==> src/rtl/input_irq_ctrl_pkg.sv <==
// Shared constants for the input interrupt controller: bus width and
// Avalon word offsets of the register file.
package input_irq_ctrl_pkg;

  localparam int DATA_W = 32;

  localparam logic [2:0] ADDR_DATA    = 3'd0;
  localparam logic [2:0] ADDR_MASK    = 3'd1;
  localparam logic [2:0] ADDR_CAPTURE = 3'd2;
  localparam logic [2:0] ADDR_RISE_EN = 3'd3;
  localparam logic [2:0] ADDR_FALL_EN = 3'd4;

endpackage

==> src/rtl/input_debounce_ch.sv <==
// One input channel: multi-flop synchroniser, counter debounce and
// single-cycle rise/fall pulses of the debounced (stable) level.
module input_debounce_ch #(
  parameter int DEBOUNCE_CYCLES = 1000,
  parameter int SYNC_STAGES     = 2
) (
  input  logic clk,
  input  logic reset,
  input  logic din,
  output logic stable,
  output logic rise,
  output logic fall
);

  logic [SYNC_STAGES-1:0] sync_r;
  logic                   sync_s;
  logic                   stable_s;
  logic                   rise_r;
  logic                   fall_r;

  // synchroniser shift chain, din enters at bit 0
  always_ff @(posedge clk) begin
    if (reset) begin
      sync_r <= '0;
    end else begin
      sync_r <= {sync_r[SYNC_STAGES-2:0], din};
    end
  end

  assign sync_s = sync_r[SYNC_STAGES-1];

  generate
    if (DEBOUNCE_CYCLES == 0) begin : g_bypass
      logic prev_r;

      assign stable_s = sync_s;

      // edge pulses from the previous synchronised level
      always_ff @(posedge clk) begin
        if (reset) begin
          prev_r <= 1'b0;
          rise_r <= 1'b0;
          fall_r <= 1'b0;
        end else begin
          prev_r <= sync_s;
          rise_r <= sync_s & ~prev_r;
          fall_r <= ~sync_s & prev_r;
        end
      end
    end else begin : g_debounce
      localparam int CW = $clog2(DEBOUNCE_CYCLES + 1);
      localparam logic [CW-1:0] CNT_MAX = CW'(DEBOUNCE_CYCLES - 1);
      localparam logic [CW-1:0] CNT_ONE = CW'(1);

      logic [CW-1:0] cnt_r;
      logic          level_r;

      assign stable_s = level_r;

      // count disagreeing cycles; the edge pulse is registered with the level update
      always_ff @(posedge clk) begin
        if (reset) begin
          cnt_r   <= '0;
          level_r <= 1'b0;
          rise_r  <= 1'b0;
          fall_r  <= 1'b0;
        end else begin
          rise_r <= 1'b0;
          fall_r <= 1'b0;
          if (sync_s != level_r) begin
            if (cnt_r == CNT_MAX) begin
              cnt_r   <= '0;
              level_r <= sync_s;
              rise_r  <= sync_s;
              fall_r  <= ~sync_s;
            end else begin
              cnt_r <= cnt_r + CNT_ONE;
            end
          end else begin
            cnt_r <= '0;
          end
        end
      end
    end
  endgenerate

  assign stable = stable_s;
  assign rise   = rise_r;
  assign fall   = fall_r;

endmodule

==> src/rtl/input_irq_ctrl.sv <==
// Debounced switch/key inputs with per-channel edge capture, mask and a
// level interrupt, exposed through a small Avalon-MM register file.
module input_irq_ctrl
  import input_irq_ctrl_pkg::*;
#(
  parameter int WIDTH           = 8,
  parameter int DEBOUNCE_CYCLES = 1000,
  parameter int SYNC_STAGES     = 2
) (
  input  logic              clk,
  input  logic              reset,
  input  logic [WIDTH-1:0]  inputs,
  input  logic [2:0]        avl_address,
  input  logic              avl_read,
  input  logic              avl_write,
  input  logic [DATA_W-1:0] avl_writedata,
  output logic [DATA_W-1:0] avl_readdata,
  output logic              avl_irq
);

  logic [WIDTH-1:0]  stable_s;
  logic [WIDTH-1:0]  rise_s;
  logic [WIDTH-1:0]  fall_s;
  logic [WIDTH-1:0]  wdata_s;
  logic [WIDTH-1:0]  mask_r;
  logic [WIDTH-1:0]  capture_r;
  logic [WIDTH-1:0]  rise_en_r;
  logic [WIDTH-1:0]  fall_en_r;
  logic [WIDTH-1:0]  set_s;
  logic [WIDTH-1:0]  clr_s;
  logic [WIDTH-1:0]  capture_next_s;
  logic [WIDTH-1:0]  rd_word_s;
  logic [DATA_W-1:0] rd_ext_s;
  logic [DATA_W-1:0] readdata_r;
  logic              irq_r;
  logic              wr_mask_s;
  logic              wr_capture_s;
  logic              wr_rise_en_s;
  logic              wr_fall_en_s;
  logic              unused_wdata_s;

  generate
    for (genvar g = 0; g < WIDTH; g++) begin : g_ch
      input_debounce_ch #(
        .DEBOUNCE_CYCLES (DEBOUNCE_CYCLES),
        .SYNC_STAGES     (SYNC_STAGES)
      ) u_ch (
        .clk    (clk),
        .reset  (reset),
        .din    (inputs[g]),
        .stable (stable_s[g]),
        .rise   (rise_s[g]),
        .fall   (fall_s[g])
      );
    end
  endgenerate

  assign wdata_s        = avl_writedata[WIDTH-1:0];
  assign unused_wdata_s = ^avl_writedata;
  assign wr_mask_s      = avl_write && (avl_address == ADDR_MASK);
  assign wr_capture_s   = avl_write && (avl_address == ADDR_CAPTURE);
  assign wr_rise_en_s   = avl_write && (avl_address == ADDR_RISE_EN);
  assign wr_fall_en_s   = avl_write && (avl_address == ADDR_FALL_EN);

  // capture update: new set events override a simultaneous W1C
  always_comb begin
    set_s = (rise_s & rise_en_r) | (fall_s & fall_en_r);
    if (wr_capture_s) begin
      clr_s = wdata_s;
    end else begin
      clr_s = '0;
    end
    capture_next_s = (capture_r & ~clr_s) | set_s;
  end

  // control and capture registers
  always_ff @(posedge clk) begin
    if (reset) begin
      mask_r    <= '0;
      capture_r <= '0;
      rise_en_r <= '0;
      fall_en_r <= '0;
    end else begin
      capture_r <= capture_next_s;
      if (wr_mask_s)    mask_r    <= wdata_s;
      if (wr_rise_en_s) rise_en_r <= wdata_s;
      if (wr_fall_en_s) fall_en_r <= wdata_s;
    end
  end

  // read mux from current register state, so a same-cycle write is not visible
  always_comb begin
    case (avl_address)
      ADDR_DATA:    rd_word_s = stable_s;
      ADDR_MASK:    rd_word_s = mask_r;
      ADDR_CAPTURE: rd_word_s = capture_r;
      ADDR_RISE_EN: rd_word_s = rise_en_r;
      ADDR_FALL_EN: rd_word_s = fall_en_r;
      default:      rd_word_s = '0;
    endcase
    rd_ext_s              = '0;
    rd_ext_s[WIDTH-1:0]   = rd_word_s;
  end

  // read data holds between reads; interrupt follows masked capture
  always_ff @(posedge clk) begin
    if (reset) begin
      readdata_r <= '0;
      irq_r      <= 1'b0;
    end else begin
      if (avl_read) readdata_r <= rd_ext_s;
      irq_r <= |(capture_r & mask_r);
    end
  end

  assign avl_readdata = readdata_r;
  assign avl_irq      = irq_r;

endmodule

==> config.mk <==
export PLATFORM = sky130hd
export DESIGN_NAME = input_irq_ctrl
export DESIGN_NICKNAME = d
export VERILOG_FILES = /design/src/rtl/input_irq_ctrl_pkg.sv /design/src/rtl/input_debounce_ch.sv /design/src/rtl/input_irq_ctrl.sv
export SDC_FILE = /design/constraint.sdc
export NUM_CORES = 1
export LEC_CHECK = 0
export CORE_MARGIN = 4
export CORE_UTILIZATION = 25
export CTS_BUF_LIST = sky130_fd_sc_hd__clkbuf_8
export CTS_CLUSTER_SIZE = 40
export DETAILED_ROUTE_END_ITERATION = 6
export PLACE_DENSITY_LB_ADDON = 0.3
export SYNTH_ARGS = -nofsm -noshare
export SYNTH_HDL_FRONTEND = slang
export SYNTH_SLANG_ARGS = --single-unit
export TNS_END_PERCENT = 5
==> constraint.sdc <==
create_clock -name clk -period 3.55 [get_ports clk]
set_input_delay 0.355 -clock clk [delete_from_list [all_inputs] [get_ports clk]]
set_output_delay 0.355 -clock clk [all_outputs]
set_load 0.05 [all_outputs]
Word-level counts from Yosys, hierarchy flattened
Cells that the tools add are included.

Register bits: 161. Output and inout bits: 33. Word-level logic and storage cells: 137.

Add/subtract/negate cells: 8. Equality and inequality tests: 20. Mux-type cells: 2. Bitwise gates (word level): 31. Reduce and logical (&&, ||, !) cells: 30.

Operators by type and width (number): $add 10x1->10 const B (8); $eq 10x10->1 const B (8); $reduce_or 3->1 (16); $pmux 8 s5 (1); $and 8x8->8 (4); $not 1->1 (24); $or 8x8->8 (2); $reduce_and 2->1 (8); $mux 8 (1); $ne 1x1->1 (8); $not 8->8 (1); $reduce_or 8->1 (1); $eq 3x2->1 const B (2); $logic_and 1x1->1 (4); $eq 3x1->1 const B (1); $eq 3x3->1 const B (1); $logic_not 3->1 (1).

Logic depth before layout (Yosys ltp)
Depth in word-level cells: 6. Gate-level depth with buffers: 6.

Hierarchy
Synthesis repeated with hierarchy kept, for this count alone.

Cells, all modules: 802. Area total of the unflattened synthesis: 7213.2 µm².

Modules (own cells, without submodules): input_debounce_ch at g_ch[0].u_ch ... (instances 7, cells each 69, area an instance 639.4 µm², sequential area each 300.3 µm²); input_irq_ctrl (instances 1, cells each 256, area an instance 2113.3 µm², sequential area each 820.8 µm²); input_debounce_ch at g_ch[7].u_ch (instances 1, cells each 63, area an instance 624.3 µm², sequential area each 300.3 µm²).

Worst setup path after synthesis
OpenSTA, ideal clock, no wires.

Path kind: flip-flop to flip-flop. Start point: reg g_ch[3].u_ch.g_debounce.cnt_r[0]. End point: reg g_ch[3].u_ch.g_debounce.cnt_r[3]. Arrival: 1.265 ns. Slack: 2.164 ns. Cell stages (with the launch flop): 6. Cells stage by stage: dfxtp_1 > ha_1 > nand4b_1 > or2_2 > o21ai_2 > nor2_1.

Cells in the longest elaborated chain, start to end: 2. Elaborated cells between the ends (all ways): 3. Those cells by class: add/sub: 1; eq/ne: 1; reduce/logical: 1.

Ends and longest elaborated chain: start, declared (RTL line input_debounce_ch.sv:55) `logic [CW-1:0] cnt_r;`; start signal, assigned (RTL line input_debounce_ch.sv:77) `cnt_r <= cnt_r + CNT_ONE;`; parallel branches: the longest is 2 deep, another holds $add 10x1->10.

Several ways; the timed one is not identified. A chain may end at the register's enable or synchronous reset.

Final worst setup path
Start point: in avl_address[0]. End point: reg rise_en_r[6].

Cells in the longest elaborated chain, start to end: 2.

Ends and longest elaborated chain: start, declared (RTL line input_irq_ctrl.sv:13) `input logic [2:0] avl_address,`; $eq 3x2->1 (RTL line input_irq_ctrl.sv:62) `assign wr_rise_en_s = avl_write && (avl_address == ADDR_RISE_EN);`; $logic_and 1x1->1 (RTL line input_irq_ctrl.sv:62); end signal, assigned (RTL line input_irq_ctrl.sv:86) `if (wr_rise_en_s) rise_en_r <= wdata_s;`; end, declared (RTL line input_irq_ctrl.sv:27) `logic [WIDTH-1:0] rise_en_r;`.

No other way between the ends.

==> flow_summary_export.csv <==
group,metric,value,unit
critical_path,cp-start-kind,"primary input",
route,wirelength,14500,µm
critical_path,r2r_cells,5,
power,power.density,441,nW/µm²
yosys,ys.flop_type,"dfxtp_1",
global_routing,globalRouteOverflowTotal,0,
finish,finalNetCount,823,
floorplan,rows,59,
finish,seq_area,3220,µm²
timing,whs,0.439,ns
finish,layout-drive-gt1-share,6.92,%
yosys,synth_area,6720,µm²
route,dr.pass1.iters,5,
critical_path,cp_data_required_time,3.93,ns
timing,post-route-period-util,59.6,%
global_routing,antenna_found_initial,0,
critical_path,endpoint_kind,"flop",
timing,maxSlewHeadroom,44.5,%
floorplan,die_area,29600,µm²
timing,tightest_slew,0.830,ns
route,antenna_left,0,
hold_path,holdCritStartpoint,"g_ch[6].u_ch.sync_r[0]",
outcome,status,"completed",
placement,portBuffers,31,
clocking,clock_latency,0.45,ns
global_routing,grt_pass1_vias,4813,
critical_path,cp_max_fo,14,
clocking,post_cts_resized,0,
finish,nFillCells,2793,
finish,final_util,29.2,%
power,peakVddDrop,0.206,mV
timing,rsz0062_at_grt,"false",
timing,setup_ws,1.43,ns
global_routing,grt_pass1_wl,24100,µm
route,route.detailed.drc,0,
timing,fmax,473,MHz
critical_path,rrSetupSlack,1.98,ns
global_routing,grt_max_degree,68,
clocking,hold_buffers,0,
yosys,synth_seq_cells,161,
timing,finalMaxSlewViolations,0,
floorplan,io_pins,80,
global_routing,grt_usage,10.3,%
clocking,cts_buffers,17,
hold_path,worstHoldEndpoint,"g_ch[6].u_ch.sync_r[1]",
route,avgViaCountPerCell,4.55,
placement,dpl_cell_area,7270,µm²
placement,place.gp.congestion,0.778,
critical_path,r2r-start,"g_ch[3].u_ch.g_debounce.cnt_r[0]",
finish,antenna_cells,0,
finish,multi_input_area,3260,µm²
placement,dpl_worst_slack,0.988,ns
run,drv_cap,0,
timing,setup_tns,0,ns
clocking,cts_tree,"done",
clocking,cts_root_buf,"clkbuf_8",
clocking,htreeDepth,4,
route,drtIter0Drc,337,
yosys,ys_types,51,
yosys,synth_cells,735,
floorplan,core_area,26300,µm²
finish,area_growth,14.3,%
floorplan,die_w,172,µm
timing,finClkSkew,0.00985,ns
timing,finalHoldViolCount,0,
placement,dpl.hpwl,10000,µm
clocking,post-cts-setup-buffer-count,0,
critical_path,worstPathArrival,2.49,ns
finish,fin_cells,1115,
critical_path,r2r-end,"g_ch[3].u_ch.g_debounce.cnt_r[5]",
finish,stdcell_area,7680,µm²
clocking,cts_sinks,161,
floorplan,start_util,25.6,%
floorplan,fp.dieH,172,µm
clocking,clk_pin_slew,0.09,ns
clocking,cts_buffer_depth,2,
yosys,syn_area_per_cell,9.14,µm²
power,leakagePower,2.66,nW
hold_path,hp-class,"flop to flop",
hold_path,whs_path_depth,1,
yosys,synth-async-reset-ratio,0,%
placement,placed_cells,1084,
yosys,synth_edf_count,0,
critical_path,critPathKind,"primary input to flop",
timing,setup_violations,0,
route,dr_total_vias,5072,
timing,fin_crit,2.12,ns
yosys,yosysSeqAreaShare,48.0,%
route,wire_per_inst,13.0,µm
power,power,3.38,mW
yosys,yosys_warnings,0,
cells in the final DEF (no fill, tap or decap), types with 7 or more instances in the layout:
cell	Yosys	final
ha_1	8	8
mux2_2	7	7
a22oi_1	18	18
nand3_1	30	30
o21ai_0	8	8
and4_1	7	7
nor3_1	21	21
a22o_1	7	7
a21o_1	13	13
a21oi_1	40	40
dfxtp_1	161	161
nand2b_1	18	18
o221a_2	7	7
xor2_1	17	17
xnor2_1	24	24
and3_1	25	25
mux2i_1	15	15
inv_1	13	15
nor2_1	98	98
nor2b_1	19	19
conb_1	1	24
nand4_1	14	14
clkbuf_8	0	19
a222oi_1	9	9
clkdlybuf4s50_1	0	30
nand2_1	71	71
worst max-delay path by stage:
| stage | start | end | slack [ns] |
|---|---|---|---|
| 2_1_floorplan | g_ch[3].u_ch.g_debounce.cnt_r[0] | g_ch[3].u_ch.g_debounce.cnt_r[3] | 2.16 |
| 3_3_place_gp | avl_address[0] | rise_en_r[5] | 1.02 |
| 3_5_place_dp | avl_address[0] | rise_en_r[6] | 0.99 |
| 4_1_cts | avl_readdata[6] | avl_readdata[6] | 1.45 |
| 5_1_grt | avl_address[0] | rise_en_r[0] | 1.22 |
| 6_report | avl_address[0] | rise_en_r[6] | 1.43 |
power by group:
part / internal [mW] / switching, mW / total (mW)
logic: 0.0475 / 0.128 / 0.175
registers: 1.82 / 0.0105 / 1.83
clock network: 0.719 / 0.657 / 1.38
metal layers:
layer  global-route usage, %  vias to the layer above  wire length [µm]
met1                    13.6                     2349              7100
met4                    3.49                        0               201
met5                       0                        -                 0
met3                    2.67                       16               539
met2                    16.4                       97              6680
li1                        -                     2610                 -
registers in the layout, indices dropped and copies added, names as in the netlist:
register                    cells
g_ch.u_ch.rise                  8
mask_r                          8
rise_en_r                       8
g_ch.u_ch.sync_r               16
avl_irq                         1
capture_r                       8
g_ch.u_ch.fall                  8
avl_readdata                    8
g_ch.u_ch.stable                8
fall_en_r                       8
g_ch.u_ch.g_debounce.cnt_r     80
critical path: stages:
cell and delay [ns]:
clkdlybuf4s50_1 1.01, nand3b_1 0.23, nor2_1 0.63, nand2_1 0.11
a21oi_1 0.15
area by class of cell:
class | count | share of cell area, %
clock buffers | 19 | 3.41
clock inverters | 12 | 1.86
inverters | 13 | 0.635
multi-input cells | 542 | 42.5
flip-flops and latches | 161 | 42.0
well taps | 335 | 5.46
repair buffers | 33 | 4.20
cells by family (layout without fill, tap and decap cells):
group / after synthesis / after routing / synth area share, %
DFF: 161 / 161 / 48.0
and+or+nand+nor: 323 / 323 / 23.5
other: 1 / 24 / 0.0558
muxes: 23 / 23 / 3.74
AOI/OAI and AO/OA: 123 / 123 / 13.1
adders and majority gates: 8 / 8 / 1.49
buffers and inverters: 55 / 77 / 4.77
xor gates and xnor gates: 41 / 41 / 5.35
cells in the mapped netlist, drive strengths merged, types with 8 or more instances:
cell	instances	share of area, %
nand3	30	2.2
nand2	71	4.0
nor2	99	5.6
dfxtp	161	48
buf	36	3.7
nand4	14	1.3
ha	8	1.5
o21ai	10	0.80
nor2b	19	1.8
mux2i	15	2.2
and3	25	2.3
xor2	17	2.2
nor3	21	1.6
nand2b	18	1.7
a21o	13	1.5
inv	13	0.73
xnor2	24	3.1
a22oi	18	2.0
a222oi	9	1.3
a21oi	40	3.0
(Power assumes the default switching activity.)
